`src/rtl/mac_accumulate_stage_if.sv`:
```
// Row-pair and result streams of the MAC accumulate stage.
//   row_sum / row_carry : carry-save rows from the reduction stage
//   in_valid / in_ready : row-pair handshake (master drives valid)
//   result / result_ovf : burst result and sticky overflow
//   out_valid / out_ready : result handshake (master drives ready)
// master: the environment (reduction stage + result consumer)
// slave : the accumulate stage itself
interface mac_accumulate_stage_if #(
  parameter int ROW_W = 17,
  parameter int ACC_W = 16
);
  logic [ROW_W-1:0] row_sum;
  logic [ROW_W-1:0] row_carry;
  logic             in_valid;
  logic             in_ready;
  logic [ACC_W-1:0] result;
  logic             result_ovf;
  logic             out_valid;
  logic             out_ready;

  modport master (
    output row_sum, row_carry, in_valid, out_ready,
    input  in_ready, result, result_ovf, out_valid
  );

  modport slave (
    input  row_sum, row_carry, in_valid, out_ready,
    output in_ready, result, result_ovf, out_valid
  );
endinterface

```
`src/rtl/mac_accumulate_stage.sv`:
```
// Final carry-propagate add and burst accumulator behind a Dadda reduction
// stage. Each accepted carry-save row pair already contains a*b + acc_fb, so
// resolving it and registering the low ACC_W bits closes the MAC loop.
// Ports:
//   clk, rst_n  : clock, asynchronous active-low reset
//   start       : pulse in IDLE that clears the accumulator and begins a burst
//   burst_len   : number of row pairs in the burst, sampled with start
//   busy        : high while a burst is running or its result is pending
//   acc_fb      : registered accumulator, fed back as the reduction addend
//   beat_cnt    : row pairs accepted so far in the current burst
//   bus         : row-pair input and result output streams
module mac_accumulate_stage #(
  parameter int ROW_W = 17,
  parameter int ACC_W = 16,
  parameter int CNT_W = 8
) (
  input  logic                  clk,
  input  logic                  rst_n,
  input  logic                  start,
  input  logic [CNT_W-1:0]      burst_len,
  output logic                  busy,
  output logic [ACC_W-1:0]      acc_fb,
  output logic [CNT_W-1:0]      beat_cnt,
  mac_accumulate_stage_if.slave bus
);

  typedef enum logic [1:0] {
    IDLE  = 2'd0,
    ACCUM = 2'd1,
    DONE  = 2'd2
  } state_t;

  state_t           state_q, state_d;
  logic [ACC_W-1:0] acc_q, acc_d;
  logic [CNT_W-1:0] cnt_q, cnt_d;
  logic [CNT_W-1:0] len_q, len_d;
  logic             ovf_q, ovf_d;
  logic [ACC_W-1:0] result_q, result_d;
  logic             result_ovf_q, result_ovf_d;
  logic             out_valid_q, out_valid_d;

  logic [ROW_W:0]   sum_full;
  logic             sum_ovf;
  logic             xfer;

  // Full-width resolve of the carry-save pair; anything above ACC_W bits is
  // lost to the wrap and only remembered through the sticky overflow.
  assign sum_full = {1'b0, bus.row_sum} + {1'b0, bus.row_carry};
  assign sum_ovf  = |sum_full[ROW_W:ACC_W];

  assign bus.in_ready   = (state_q == ACCUM);
  assign xfer           = bus.in_valid && bus.in_ready;
  assign busy           = (state_q != IDLE);
  assign acc_fb         = acc_q;
  assign beat_cnt       = cnt_q;
  assign bus.result     = result_q;
  assign bus.result_ovf = result_ovf_q;
  assign bus.out_valid  = out_valid_q;

  always_comb begin
    state_d      = state_q;
    acc_d        = acc_q;
    cnt_d        = cnt_q;
    len_d        = len_q;
    ovf_d        = ovf_q;
    result_d     = result_q;
    result_ovf_d = result_ovf_q;
    out_valid_d  = out_valid_q;

    case (state_q)
      IDLE: begin
        if (start) begin
          acc_d = '0;
          cnt_d = '0;
          ovf_d = 1'b0;
          len_d = burst_len;
          // An empty burst still produces a (zero) result to hand off.
          if (burst_len == '0) begin
            result_d     = '0;
            result_ovf_d = 1'b0;
            out_valid_d  = 1'b1;
            state_d      = DONE;
          end else begin
            state_d = ACCUM;
          end
        end
      end

      ACCUM: begin
        if (xfer) begin
          acc_d = sum_full[ACC_W-1:0];
          ovf_d = ovf_q | sum_ovf;
          cnt_d = cnt_q + 1'b1;
          if ((cnt_q + 1'b1) == len_q) begin
            result_d     = sum_full[ACC_W-1:0];
            result_ovf_d = ovf_q | sum_ovf;
            out_valid_d  = 1'b1;
            state_d      = DONE;
          end
        end
      end

      DONE: begin
        // start is deliberately not looked at here, even on the hand-off cycle.
        if (bus.out_ready) begin
          out_valid_d = 1'b0;
          state_d     = IDLE;
        end
      end

      default: begin
        state_d     = IDLE;
        out_valid_d = 1'b0;
      end
    endcase
  end

  always_ff @(posedge clk or negedge rst_n) begin
    if (!rst_n) begin
      state_q      <= IDLE;
      acc_q        <= '0;
      cnt_q        <= '0;
      len_q        <= '0;
      ovf_q        <= 1'b0;
      result_q     <= '0;
      result_ovf_q <= 1'b0;
      out_valid_q  <= 1'b0;
    end else begin
      state_q      <= state_d;
      acc_q        <= acc_d;
      cnt_q        <= cnt_d;
      len_q        <= len_d;
      ovf_q        <= ovf_d;
      result_q     <= result_d;
      result_ovf_q <= result_ovf_d;
      out_valid_q  <= out_valid_d;
    end
  end

endmodule

```
`src/flat_wrapper.sv`:
```
// flat-port wrapper written by rule: the top's interface ports become plain ports
module mac_accumulate_stage_flat 
#(
  parameter int ROW_W = 17,
  parameter int ACC_W = 16,
  parameter int CNT_W = 8
)
  (clk, rst_n, start, burst_len, busy, acc_fb, beat_cnt, bus_row_sum, bus_row_carry, bus_in_valid, bus_out_ready, bus_in_ready, bus_result, bus_result_ovf, bus_out_valid);
  mac_accumulate_stage_if #(.ROW_W(ROW_W), .ACC_W(ACC_W)) bus_i ();
  input  logic clk;
  input  logic rst_n;
  input  logic start;
  input  logic [CNT_W-1:0] burst_len;
  output logic busy;
  output logic [ACC_W-1:0] acc_fb;
  output logic [CNT_W-1:0] beat_cnt;
  input wire logic [$bits(bus_i.row_sum)-1:0] bus_row_sum;
  input wire logic [$bits(bus_i.row_carry)-1:0] bus_row_carry;
  input wire logic [$bits(bus_i.in_valid)-1:0] bus_in_valid;
  input wire logic [$bits(bus_i.out_ready)-1:0] bus_out_ready;
  output wire logic [$bits(bus_i.in_ready)-1:0] bus_in_ready;
  output wire logic [$bits(bus_i.result)-1:0] bus_result;
  output wire logic [$bits(bus_i.result_ovf)-1:0] bus_result_ovf;
  output wire logic [$bits(bus_i.out_valid)-1:0] bus_out_valid;
  assign bus_i.row_sum = bus_row_sum;
  assign bus_i.row_carry = bus_row_carry;
  assign bus_i.in_valid = bus_in_valid;
  assign bus_i.out_ready = bus_out_ready;
  assign bus_in_ready = bus_i.in_ready;
  assign bus_result = bus_i.result;
  assign bus_result_ovf = bus_i.result_ovf;
  assign bus_out_valid = bus_i.out_valid;
  mac_accumulate_stage #(.ROW_W(ROW_W), .ACC_W(ACC_W), .CNT_W(CNT_W)) u_core (.clk(clk), .rst_n(rst_n), .start(start), .burst_len(burst_len), .busy(busy), .acc_fb(acc_fb), .beat_cnt(beat_cnt), .bus(bus_i));
endmodule
```
`config.mk`:
```
export PLATFORM = sky130hd
export DESIGN_NAME = mac_accumulate_stage_flat
export DESIGN_NICKNAME = d
export VERILOG_FILES = /design/src/rtl/mac_accumulate_stage_if.sv /design/src/rtl/mac_accumulate_stage.sv /design/src/flat_wrapper.sv
export SDC_FILE = /design/constraint.sdc
export NUM_CORES = 1
export LEC_CHECK = 0
export BUFFER_PORTS_ARGS = -buffer_cell sky130_fd_sc_hd__buf_4
export CAP_MARGIN = 20
export CORE_ASPECT_RATIO = 0.7
export CORE_UTILIZATION = 33
export DETAILED_ROUTE_END_ITERATION = 8
export PLACE_DENSITY = 0.53
export SLEW_MARGIN = 15
export SYNTH_ARGS = -nofsm -noshare
export SYNTH_HDL_FRONTEND = slang
export SYNTH_SLANG_ARGS = --single-unit
```
`constraint.sdc`:
```
create_clock -name clk -period 3.2 [get_ports clk]
set_input_delay 0.32 -clock clk [delete_from_list [all_inputs] [get_ports clk]]
set_output_delay 0.32 -clock clk [all_outputs]
set_load 0.02 [all_outputs]
```
# Word level (Yosys, flattened, before mapping)
# Index checks and enable logic that the tools add are counted.
dict set report op_classes {
  add_sub_neg 2
  eq_ne 8
  n_mux 31
  bitwise 1
  n_reduce_logical 11
}
# op n
set ops {}
lappend ops {{16-bit 2-to-1 mux} 6}
lappend ops {{16-bit one-hot mux with 2 select lines} 2}
lappend ops {{17-bit by 17-bit adder with 18-bit output} 1}
lappend ops {{8-bit 2-to-1 mux} 2}
lappend ops {{8-bit one-hot mux with 2 select lines} 1}
lappend ops {{1-bit 2-to-1 mux} 11}
lappend ops {{2-bit 2-to-1 mux} 5}
lappend ops {{5-bit AND reduction} 2}
lappend ops {{8-bit by 1-bit adder with 8-bit output (second input constant)} 1}
lappend ops {{8-bit equality test} 1}
lappend ops {{8-bit logical NOT} 1}
lappend ops {{2-bit inequality test (second input constant)} 4}
lappend ops {{2-bit one-hot mux with 3 select lines} 1}
lappend ops {{1-bit one-hot mux with 2 select lines} 2}
lappend ops {{4-bit AND reduction} 1}
lappend ops {{2-bit nonzero test} 2}
lappend ops {{1-bit one-hot mux with 3 select lines} 1}
lappend ops {{3-bit AND reduction} 1}
lappend ops {{2-bit by 1-bit equality test with 1-bit output (second input constant)} 1}
lappend ops {{2-bit equality test (second input constant)} 1}
lappend ops {{2-bit logical NOT} 1}
lappend ops {{2-bit by 1-bit inequality test with 1-bit output (second input constant)} 1}
lappend ops {{2-bit AND reduction} 1}
lappend ops {{2-bit OR reduction} 1}
lappend ops {{2 further kinds} 2}
dict set report word_totals {
  regBits 53
  inputBits 47
  output_inout_bits 44
  elab_cells 61
}

# Logic depth before layout (Yosys ltp)
# Gate-level depths: netlist (run 1).
dict set report depth {
  depth_word 6
  ltp_mapped 10
  ltp_nobuf 9
}

# Least setup slack after synthesis (run 1)
# OpenSTA, ideal clock, no wires.
dict set report synth_path {
  path_type {reg-to-reg}
  start {reg u_core.cnt_q[3] (netlist: u_core.beat_cnt[3])}
  end {reg u_core.result_q[0] (netlist: u_core.bus.result[0])}
  setup_ns 0.125
  arrival_time_ns 2.385
  required_ns 3.075
  slack_ns 0.690
  stages_incl_launch_ff 9
  n_path_buf 2
  period_less_slack_ns 2.510
  cell_sequence {dfrtp_1 buf_2 nand2_1 o21a_1 or4_4 a2111oi_4 o31ai_2 buf_6 mux2_4}
}
dict set report synth_between {
  elab_chain_len 4
}
# element line
set synth_rtl {}
lappend synth_rtl {{from (decl)} mac_accumulate_stage.sv:35} ;# logic [CNT_W-1:0] cnt_q, cnt_d;
lappend synth_rtl {{from (signal assigned)} mac_accumulate_stage.sv:131} ;# cnt_q <= cnt_d;
lappend synth_rtl {{8-bit by 1-bit adder with 8-bit output} mac_accumulate_stage.sv:94} ;# if ((cnt_q + 1'b1) == len_q) begin
lappend synth_rtl {{8-bit equality test} mac_accumulate_stage.sv:94}
lappend synth_rtl {{2-bit inequality test (no source line)} n/a}
lappend synth_rtl {{5-bit AND reduction (no source line)} n/a}
lappend synth_rtl {{to (signal assigned)} mac_accumulate_stage.sv:134} ;# result_q <= result_d;
lappend synth_rtl {{to (decl)} mac_accumulate_stage.sv:38} ;# logic [ACC_W-1:0] result_q, result_d;
# No other way between the ends.
# A chain may end at the register's enable or synchronous reset.

# Final worst setup path (run 1)
dict set report layout_path {
  start {reg u_core.cnt_q[2] (netlist: u_core.beat_cnt[2])}
  end {reg u_core.result_q[1] (netlist: u_core.bus.result[1])}
}
# The elaborated chain is that of the path after synthesis.

==> flow_summary.json, run 1 <==
{
  "drt_iter0_markers": 154,
  "drt_wl_total_mm": 8.03,
  "cpMaxStageDelayCell": "or4_4",
  "p_leak_nw": 1.98,
  "fmax_ghz": 0.377,
  "cp-end-kind": "flip-flop",
  "grt_start_max_net_pins": 54,
  "n_fill_cell": 916,
  "async_reset_ff_frac": 1.00,
  "fin_util": 0.449,
  "die_width_um": 119,
  "nNetsFinal": 472,
  "dp_hpwl_mm": 6.07,
  "hold_class": "primary input to asynchronous set/reset pin",
  "cp_data_arrival_time_ns": 2.83,
  "start_util": 0.345,
  "rr_startpoint": "u_core.beat_cnt[2]",
  "netlist_instances": 317,
  "cts_max_path_buffers": 2,
  "rr_worst_depth": 7,
  "timing.final.crit_share": 0.829,
  "dr.pass1.iters": 4,
  "drcViolationCount": 0,
  "yosysSeqAreaShare": 0.418,
  "synth.area.top_cells": "dfrtp_1 (42%), ha_1 (7.1%), mux2_2 (4.6%)",
  "yosysTopAreaCell": "dfrtp_1",
  "fin_skew_ns": 0.00320,
  "gp_congestion": 0.772,
  "vias": 2661,
  "cp-start-kind": "flip-flop",
  "grt_util_all_layers": 0.172,
  "drive_above_1_share": 0.314,
  "worstMarginPinSlew_ns": 0.831,
  "synth.distinct_cells": 51,
  "crit_path_max_fanout": 22,
  "cp_cell_sequence": "nand3_2 > o21a_1 > or4_4 > a2111oi_4 > o31ai_4 > buf_4 > mux2_4",
  "synth_area_per_cell_um2": 10.0,
  "ctsHoldBuffers": 0,
  "cts.clk_slew.worst_paths_ns": 0.07,
  "finalSetupTns_ns": 0,
  "hold_viol_final": 0,
  "h-tree-depth": 2,
  "grt_first_pass_wirelength_mm": 13.6,
  "max_stage_delay_ns": 0.54,
  "cts_tree": "yes",
  "rrSetupSlack_ns": 0.55,
  "avgViaCountPerCell": 5.01,
  "powerDensity_nw_per_um2": 854,
  "cts-resized-gates": 0,
  "die-height_um": 84.0,
  "netlist_area_um2": 3170,
  "wire_per_inst_um": 15.1,
  "numPortBuffers": 90,
  "synth_top_flop_cell": "dfrtp_1",
  "clock-sinks": 53,
  "rows": 29,
  "clock_latency_ns": 0.29,
  "maxCapViolCount": 0,
  "yosys.area.top_type_share": 0.418,
  "setup_viol": 0,
  "core-area_um2": 9180,
  "num_io_pins": 91,
  "cts_setup_buffers": 0,
  "final_max_slew_viol_count": 0,
  "synth_nets": 383,
  "critPathLaunch": "u_core.beat_cnt[2]",
  "grt_pass1_vias": 2641,
  "relSlewSlack": 0.446,
  "synth_seq_cells": 53,
  "crit_required_ns": 3.38,
  "antenna_found_initial": 0,
  "die_area_um2": 10000,
  "overflow": 0,
  "final.min_clock_period_ns": 2.65,
  "clock-root-buffer": "clkbuf_16",
  "crit_end": "u_core.bus.result[1]",
  "status": "completed",
  "n_antenna_cell": 0,
  "synthToLayoutAreaGrowth_pct": 30.1,
  "reg2reg_to": "u_core.bus.result[1]",
  "worstSetupPathType": "flip-flop to flip-flop",
  "synth_edf_count": 0,
  "cts_inserted_buffers": 5,
  "ir_worst_vdd_uv": 465,
  "yosysWarningCount": 0,
  "ant_nets": 0,
  "rsz0062_at_grt": "false"
}
critical path: cells and delay by family (launching register included):
family	cells	cell delay, ns
simple gates	2	0.71
buf+inv	1	0.24
flops	1	0.51
mux	1	0.32
compound gates	3	0.74
how the worst min path moves through the flow:
stage,from,to,depth (start not counted)
2_1_floorplan,rst_n,u_core.acc_fb[0],0
5_1_grt,rst_n,u_core.bus.result[2],1
3_3_place_gp,rst_n,u_core.bus.result[4],1
4_1_cts,rst_n,u_core.bus.result[4],1
3_5_place_dp,rst_n,u_core.bus.result[4],1
6_report,rst_n,u_core.bus.result[4],1
cell type report:
| class | count | area, um^2 | area share |
|---|---|---|---|
| sequential | 53 | 1330 | 0.322 |
| inverter | 4 | 15.0 | 0.00364 |
| timing repair buffer | 95 | 713 | 0.173 |
| clock inverter | 2 | 10.0 | 0.00243 |
| clock buffer | 6 | 129 | 0.0313 |
| tap | 124 | 155 | 0.0376 |
| multi-input combinational | 247 | 1770 | 0.430 |
where the power goes:
part | internal, mW | leakage [nW] | switching (mW)
Sequential | 0.958 | 0.668 | 0.231
Combinational | 0.828 | 1.24 | 0.974
Clock | 0.288 | 0.0706 | 0.241
cells by family (layout without fill, tap and decap cells):
family          after synthesis  after routing  synth area share
buf+inv                      17            107            0.0245
xor+xnor                     22             22            0.0608
flops                        53             53             0.418
simple gates                101            101             0.152
mux                          21             21            0.0825
compound gates               84             84             0.184
fa+ha+maj                    19             19            0.0774
metrics by stage:
step | instances | total power, mW | hold slack, ns | instance area, um^2 | setup slack, ns
6_report | 531 | 3.52 | 0.0578 | 4120 | 0.547
4_1_cts | 531 | 3.57 | 0.0983 | 4120 | 0.552
3_5_place_dp | 523 | 3.02 | 0.416 | 3980 | 0.416
5_1_grt | 531 | 3.79 | 0.130 | 4120 | 0.404
2_1_floorplan | 317 | 2.33 | 0.0244 | 3170 | 0.690
3_3_place_gp | 523 | 3.00 | 0.416 | 3980 | 0.475
cell usage after synthesis, types with 2 or more instances:
library cell	count
inv_1	4
nor4_1	3
a21oi_1	17
clkbuf_1	9
and2_1	5
buf_2	2
nand3_1	6
a22o_1	4
a21o_1	10
xor2_1	12
a211oi_1	5
o211ai_1	3
nor2_1	20
mux2_2	13
nor3_1	8
nand2_1	38
and3_1	4
nand2b_1	4
nor2b_1	4
o21ai_0	20
o31ai_1	9
nand4_1	2
mux2_4	7
dfrtp_1	53
xnor2_1	10
o21a_1	3
ha_1	18
cells in the final DEF, fill, tap and decap left out, types with 2 or more instances in the layout:
cell type   n
inv_1       4
o31ai_1     9
dfrtp_1    53
nor3_1      8
nand2_1    38
o21ai_0    20
nor2b_1     4
mux2_4      7
xor2_1     12
a22o_1      4
and2_1      5
and3_1      4
nand2b_1    4
buf_4      95
nor4_1      3
a211oi_1    5
a21oi_1    17
clkbuf_16   5
clkinv_2    2
nand4_1     2
o211ai_1    3
nand3_1     6
xnor2_1    10
mux2_2     13
ha_1       18
o21a_1      3
nor2_1     20
a21o_1     10
layer usage:
layer,routed length [um],vias up,GRT usage,part of all wire
met5,0,-,0,0
met4,71,0,0.0380,0.0088
met2,3280,74,0.246,0.41
met1,4260,1257,0.261,0.53
li1,-,1324,-,-
met3,419,6,0.0389,0.052
registers in the layout (all words and copies together) (netlist names):
| signal | cells |
|---|---|
| u_core.beat_cnt | 8 |
| u_core.acc_fb | 16 |
| u_core.bus.result | 16 |
| u_core.len_q | 8 |
| u_core.bus.result_ovf | 1 |
| u_core.bus.out_valid | 1 |
| u_core.ovf_q | 1 |
| u_core.state_q | 2 |
Note: power is estimated with default switching activity, not from simulation.
==> run 2, diff against run 1 <==
- ABC_AREA: default -> 1
- PLACE_DENSITY: 0.53 -> 0.54
- clock period: 3.2 -> 2.2 ns (I/O delays scaled with it)
==> flow_summary.json, run 2 <==
{
  "grt_util_all_layers": 0.180,
  "die_width_um": 125,
  "clock_latency_ns": 0.28,
  "overflow": 0,
  "cts.clk_slew.worst_paths_ns": 0.07,
  "avgViaCountPerCell": 4.67,
  "total_power_mw": 6.07,
  "core-area_um2": 10300,
  "synth_most_common_cell": "nand2_1",
  "yosysSeqAreaShare": 0.380,
  "cp_data_arrival_time_ns": 2.13,
  "synth.area.top_cells": "dfrtp_1 (38%), nand2_1 (22%), inv_1 (6.7%)",
  "rr_startpoint": "u_core.beat_cnt[1]",
  "rows": 31,
  "drive_above_1_share": 0.194,
  "finalSetupTns_ns": 0,
  "start_util": 0.338,
  "worstSetupPathType": "flip-flop to flip-flop",
  "numPortBuffers": 90,
  "n_fill_cell": 1078,
  "drt_wl_total_mm": 9.59,
  "final_max_slew_viol_count": 0,
  "netlist_area_um2": 3490,
  "vias": 3462,
  "synth.distinct_cells": 31,
  "rsz0062_at_grt": "false",
  "clock-sinks": 53,
  "powerDensity_nw_per_um2": 1350,
  "synth_nets": 579,
  "worstMarginPinSlew_ns": 0.676,
  "cp-start-kind": "flip-flop",
  "dr.pass1.iters": 7,
  "cts-resized-gates": 0,
  "setup_viol": 0,
  "grt_start_max_net_pins": 54,
  "synth_seq_cells": 53,
  "antenna_found_initial": 0,
  "maxCapViolCount": 0,
  "n_antenna_cell": 0,
  "synthTopCellsByCount": "nand2_1 (207), inv_1 (62), dfrtp_1 (53), nand3_1 (44), nor2_1 (44)",
  "synthToLayoutAreaGrowth_pct": 28.7,
  "crit_path_max_fanout": 10,
  "reg2reg_to": "u_core.bus.result[0]",
  "relSlewSlack": 0.549,
  "crit_required_ns": 2.42,
  "yosys.area.top_type_share": 0.380,
  "cts_tree": "yes",
  "synth_edf_count": 0,
  "fin_skew_ns": 0.00608,
  "cts_inserted_buffers": 5,
  "hold_class": "primary input to asynchronous set/reset pin",
  "drt_iter0_markers": 272,
  "fmax_ghz": 0.523,
  "cts_max_path_buffers": 2,
  "p_leak_nw": 2.56,
  "rr_worst_depth": 12,
  "gp_congestion": 0.839,
  "ant_nets": 0,
  "cts_setup_buffers": 0,
  "dp_hpwl_mm": 7.50,
  "netlist_instances": 513,
  "yosysTopAreaCell": "dfrtp_1",
  "mostFrequentLayoutCell": "nand2_1",
  "ir_worst_vdd_uv": 739,
  "grt_first_pass_wirelength_mm": 15.8,
  "rrSetupSlack_ns": 0.29,
  "fin_util": 0.435,
  "timing.final.crit_share": 0.869,
  "h-tree-depth": 2,
  "final_cell_mix": "nand2_1 (207), buf_4 (98), inv_1 (62)",
  "async_reset_ff_frac": 1.00,
  "cp-end-kind": "flip-flop",
  "synth_top_flop_cell": "dfrtp_1",
  "critPathLaunch": "u_core.beat_cnt[1]",
  "die_area_um2": 11000,
  "synth_area_per_cell_um2": 6.81,
  "ctsHoldBuffers": 0,
  "clock-root-buffer": "clkbuf_16",
  "violations": "design-rule violations, negative hold slack",
  "nNetsFinal": 675,
  "final.min_clock_period_ns": 1.91,
  "yosysWarningCount": 0,
  "wire_per_inst_um": 12.9,
  "num_io_pins": 91,
  "drcViolationCount": 8,
  "status": "complete, but fails checks",
  "hold_viol_final": 53,
  "holdWs_ns": -0.0400,
  "crit_end": "u_core.bus.result[0]",
  "regArea_um2": 1330,
  "die-height_um": 88.1,
  "multi_input_area_um2": 1870,
  "grt_pass1_vias": 3220
}
==> run 2: cell types whose count changed after synthesis, moves of 12 or more <==
cell,before,now
inv_1,4,62
mux2_2,13,0
nand2_1,38,207
nand3_1,6,44
nor2_1,20,44
xor2_1,12,0
==> run 2: layer usage <==
| layer | up-vias | wire length, um | GRT usage |
|---|---|---|---|
| met1 | 1554 | 5160 | 0.275 |
| li1 | 1811 | - | - |
| met4 | 0 | 25 | 0.0166 |
| met2 | 95 | 3840 | 0.267 |
| met3 | 2 | 561 | 0.0373 |
| met5 | - | 0 | 0 |
==> run 2: critical path: stages (launching register included) <==
cell and delay, ns:
dfrtp_1 0.38, ha_1 0.21, nand2_1 0.11, nor2_1 0.16
nand2_1 0.09, nand3_1 0.08, nand2_1 0.09, nor2_2 0.12
nand3_2 0.08, nand2_4 0.14, buf_4 0.19, nand3_1 0.08
nand2_1 0.09
==> run 2: layout make-up <==
type / instances / area share
Multi-Input combinational cell: 388 / 0.416
Sequential cell: 53 / 0.295
Tap cell: 132 / 0.0368
Timing Repair Buffer: 98 / 0.164
Clock buffer: 5 / 0.0278
Inverter: 63 / 0.0526
Clock inverter: 2 / 0.00780
==> run 2: worst min path at each step <==
stage                     start                 end  slack (ns)  cells past startpoint
after floorplan           rst_n    u_core.acc_fb[0]       -0.08                      0
after global placement    rst_n  u_core.beat_cnt[3]        0.30                      1
after detailed placement  rst_n  u_core.beat_cnt[3]        0.31                      1
after CTS                 rst_n  u_core.beat_cnt[3]      0.0004                      1
after global routing      rst_n  u_core.beat_cnt[3]        0.01                      1
final                     rst_n  u_core.beat_cnt[3]       -0.04                      1
==> run 2: metrics by stage <==
stage	setup slack, ns	hold WS [ns]	instance area [um^2]	std cells
global placement	0.204	0.304	4330	734
detailed placement	0.194	0.306	4330	734
finish	0.288	-0.0400	4490	741
CTS	0.279	0.000418	4490	741
floorplan	0.245	-0.0756	3490	513
global route	0.0474	0.0133	4490	741
==> run 2: report_power, final <==
group | leakage (nW) | internal (mW) | switching, mW
Sequential | 0.672 | 1.43 | 0.358
Combinational | 1.81 | 1.26 | 2.17
Clock | 0.0797 | 0.529 | 0.333
==> run 2: logic make-up (layout without fill, tap and decap cells) <==
| family | Yosys count | in the layout | synth area share |
|---|---|---|---|
| simple gates | 314 | 314 | 0.375 |
| buf+inv | 72 | 168 | 0.0849 |
| compound gates | 55 | 55 | 0.0903 |
| flops | 53 | 53 | 0.380 |
| fa+ha+maj | 19 | 19 | 0.0702 |
==> run 3, diff against run 2 <==
--- a/config.mk
+++ b/config.mk
@@ -12,5 +12,6 @@
 export CORE_UTILIZATION = 33
 export DETAILED_ROUTE_END_ITERATION = 8
-export PLACE_DENSITY = 0.54
+export PLACE_DENSITY = 0.52
+export RECOVER_POWER = 100
 export SLEW_MARGIN = 15
 export SYNTH_ARGS = -nofsm -noshare
==> constraint.sdc (replaced) <==
create_clock -name clk -period 1.9 [get_ports clk]
set_input_delay 0.095 -clock clk [delete_from_list [all_inputs] [get_ports clk]]
set_output_delay 0.095 -clock clk [all_outputs]
set_load 0.02 [all_outputs]
==> flow_summary.json, run 3 (synthesis results as in run 2) <==
{
  "powerDensity_nw_per_um2": 1580,
  "grt_first_pass_wirelength_mm": 16.0,
  "clock-root-buffer": "clkbuf_16",
  "grt_start_max_net_pins": 54,
  "worstMarginPinSlew_ns": 1.35,
  "dp_hpwl_mm": 7.73,
  "clock-sinks": 53,
  "ant_nets": 0,
  "p_seq_frac": 0.294,
  "timing.final.crit_share": 0.961,
  "cp-end-kind": "flip-flop",
  "nNetsFinal": 683,
  "crit_path_max_fanout": 6,
  "hold_class": "primary input to flip-flop",
  "combPwrFrac": 0.572,
  "p_int_mw": 3.56,
  "n_fill_cell": 1105,
  "final.min_clock_period_ns": 1.83,
  "avgViaCountPerCell": 4.77,
  "drt_wl_total_mm": 10.1,
  "synthToLayoutAreaGrowth_pct": 28.2,
  "final_cells": 750,
  "num_io_pins": 91,
  "crit_required_ns": 2.06,
  "multi_input_area_um2": 1930,
  "gp_congestion": 0.843,
  "h-tree-depth": 2,
  "violations": "design-rule violations",
  "rr_worst_depth": 11,
  "cts_tree": "yes",
  "holdWs_ns": 0.0103,
  "vias": 3577,
  "final_cell_mix": "nand2_1 (204), buf_4 (61), inv_1 (60)",
  "die_width_um": 125,
  "status": "complete, but fails checks",
  "numPortBuffers": 90,
  "overflow": 0,
  "drive_above_1_share": 0.163,
  "cts_max_path_buffers": 2,
  "n_antenna_cell": 0,
  "worstSetupPathType": "flip-flop to flip-flop",
  "maxCapViolCount": 0,
  "p_sw_frac": 0.496,
  "cts_inserted_buffers": 5,
  "hold_viol_final": 0,
  "wire_per_inst_um": 13.4,
  "dp.cells": 738,
  "die-height_um": 88.1,
  "regArea_um2": 1330,
  "fmax_ghz": 0.548,
  "cts.clk_slew.worst_paths_ns": 0.07,
  "grt_util_all_layers": 0.185,
  "final_max_slew_viol_count": 0,
  "p_leak_nw": 2.45,
  "clock_latency_ns": 0.30,
  "clock_power_share": 0.135,
  "antenna_found_initial": 0,
  "rows": 31,
  "switchingPower_mw": 3.50,
  "setup_viol": 0,
  "die_area_um2": 11000,
  "fin_skew_ns": 0.00511,
  "relSlewSlack": 0.100,
  "cp_data_arrival_time_ns": 1.99,
  "fin_util": 0.434,
  "drt_iter0_markers": 323,
  "mostFrequentLayoutCell": "nand2_1",
  "grt_pass1_vias": 3165,
  "hold_depth": 3,
  "start_util": 0.338,
  "drcViolationCount": 8,
  "rsz0062_at_grt": "true",
  "ir_worst_vdd_uv": 740,
  "cp-start-kind": "flip-flop",
  "dr.pass1.iters": 7,
  "core-area_um2": 10300
}
run 3: cell count changes in the layout (fill, tap and decap cells not counted), sizes merged:
cell / before / now
clkinv: 1 / 2
nand2: 211 / 212
clkbuf: 5 / 45
buf: 98 / 65
dlygate4sd3: 0 / 1
bufinv: 1 / 0
run 3: repair_timing:
item / 4_1_cts / 5_1_grt
endpoints found under the hold margin: 53 / 0
cloned: 0 / 1
resized for setup: 0 / 19
hold buffers: 1 / 0
setup endpoints to repair: 1 / 38
buffers inserted: 0 / 2
pin swaps: 0 / 2
run 3: power by group through the flow:
stage / logic (mW) / clock network [mW] / registers, mW
3_3_place_gp: 4.03 / 0 / 2.09
3_5_place_dp: 4.07 / 0 / 2.07
4_1_cts: 4.08 / 0.974 / 2.06
5_1_grt: 4.53 / 1.02 / 2.12
6_report: 4.04 / 0.951 / 2.07
2_1_floorplan: 2.14 / 0 / 2.44
run 3: area by class of cell:
type,count,area share
Clock inverter,2,0.00307
Multi-Input combinational cell,389,0.431
Inverter,63,0.0528
Clock buffer,6,0.0310
Timing Repair Buffer,105,0.148
Tap cell,132,0.0369
Sequential cell,53,0.296
run 3: worst max-delay path: stages, from the launching register on:
cell	delay, ns
dfrtp_1	0.40
buf_6	0.12
inv_2	0.05
nor2_4	0.19
nand3_1	0.14
nand3_1	0.12
nand2_1	0.07
nor2_2	0.10
nand3_2	0.09
nand2_4	0.15
buf_4	0.15
o221ai_1	0.11
run 3: through the flow:
stage	total power, mW	setup WS (ns)	instance area, um^2	setup TNS, ns
3_3_place_gp	6.11	0.0399	4360	0
4_1_cts	7.12	-0.00256	4530	-0.00256
6_report	7.06	0.0749	4480	0
2_1_floorplan	4.58	0.0208	3490	0
3_5_place_dp	6.14	0.00889	4360	0
5_1_grt	7.67	-0.0556	4480	-0.800
run 3: path summary, 6_finish.rpt:
path | slack, ns | end | start
setup reg to reg | 0.07 | u_core.state_q[0] | u_core.beat_cnt[1]
hold reg to reg | 0.48 | u_core.bus.result[11] | u_core.bus.result[11]
hold / removal | 0.01 | u_core.len_q[1] | burst_len[1]
max in group asynchronous | 0.36 | u_core.beat_cnt[0] | rst_n
min in group asynchronous | 0.64 | u_core.beat_cnt[2] | rst_n
setup / recovery | 0.07 | u_core.state_q[0] | u_core.beat_cnt[1]
run 3: routing by layer:
layer | track usage | wire [um]
met2 | 0.261 | 4020
met5 | 0 | 0
met4 | 0.0421 | 117
met3 | 0.0428 | 731
met1 | 0.282 | 5190
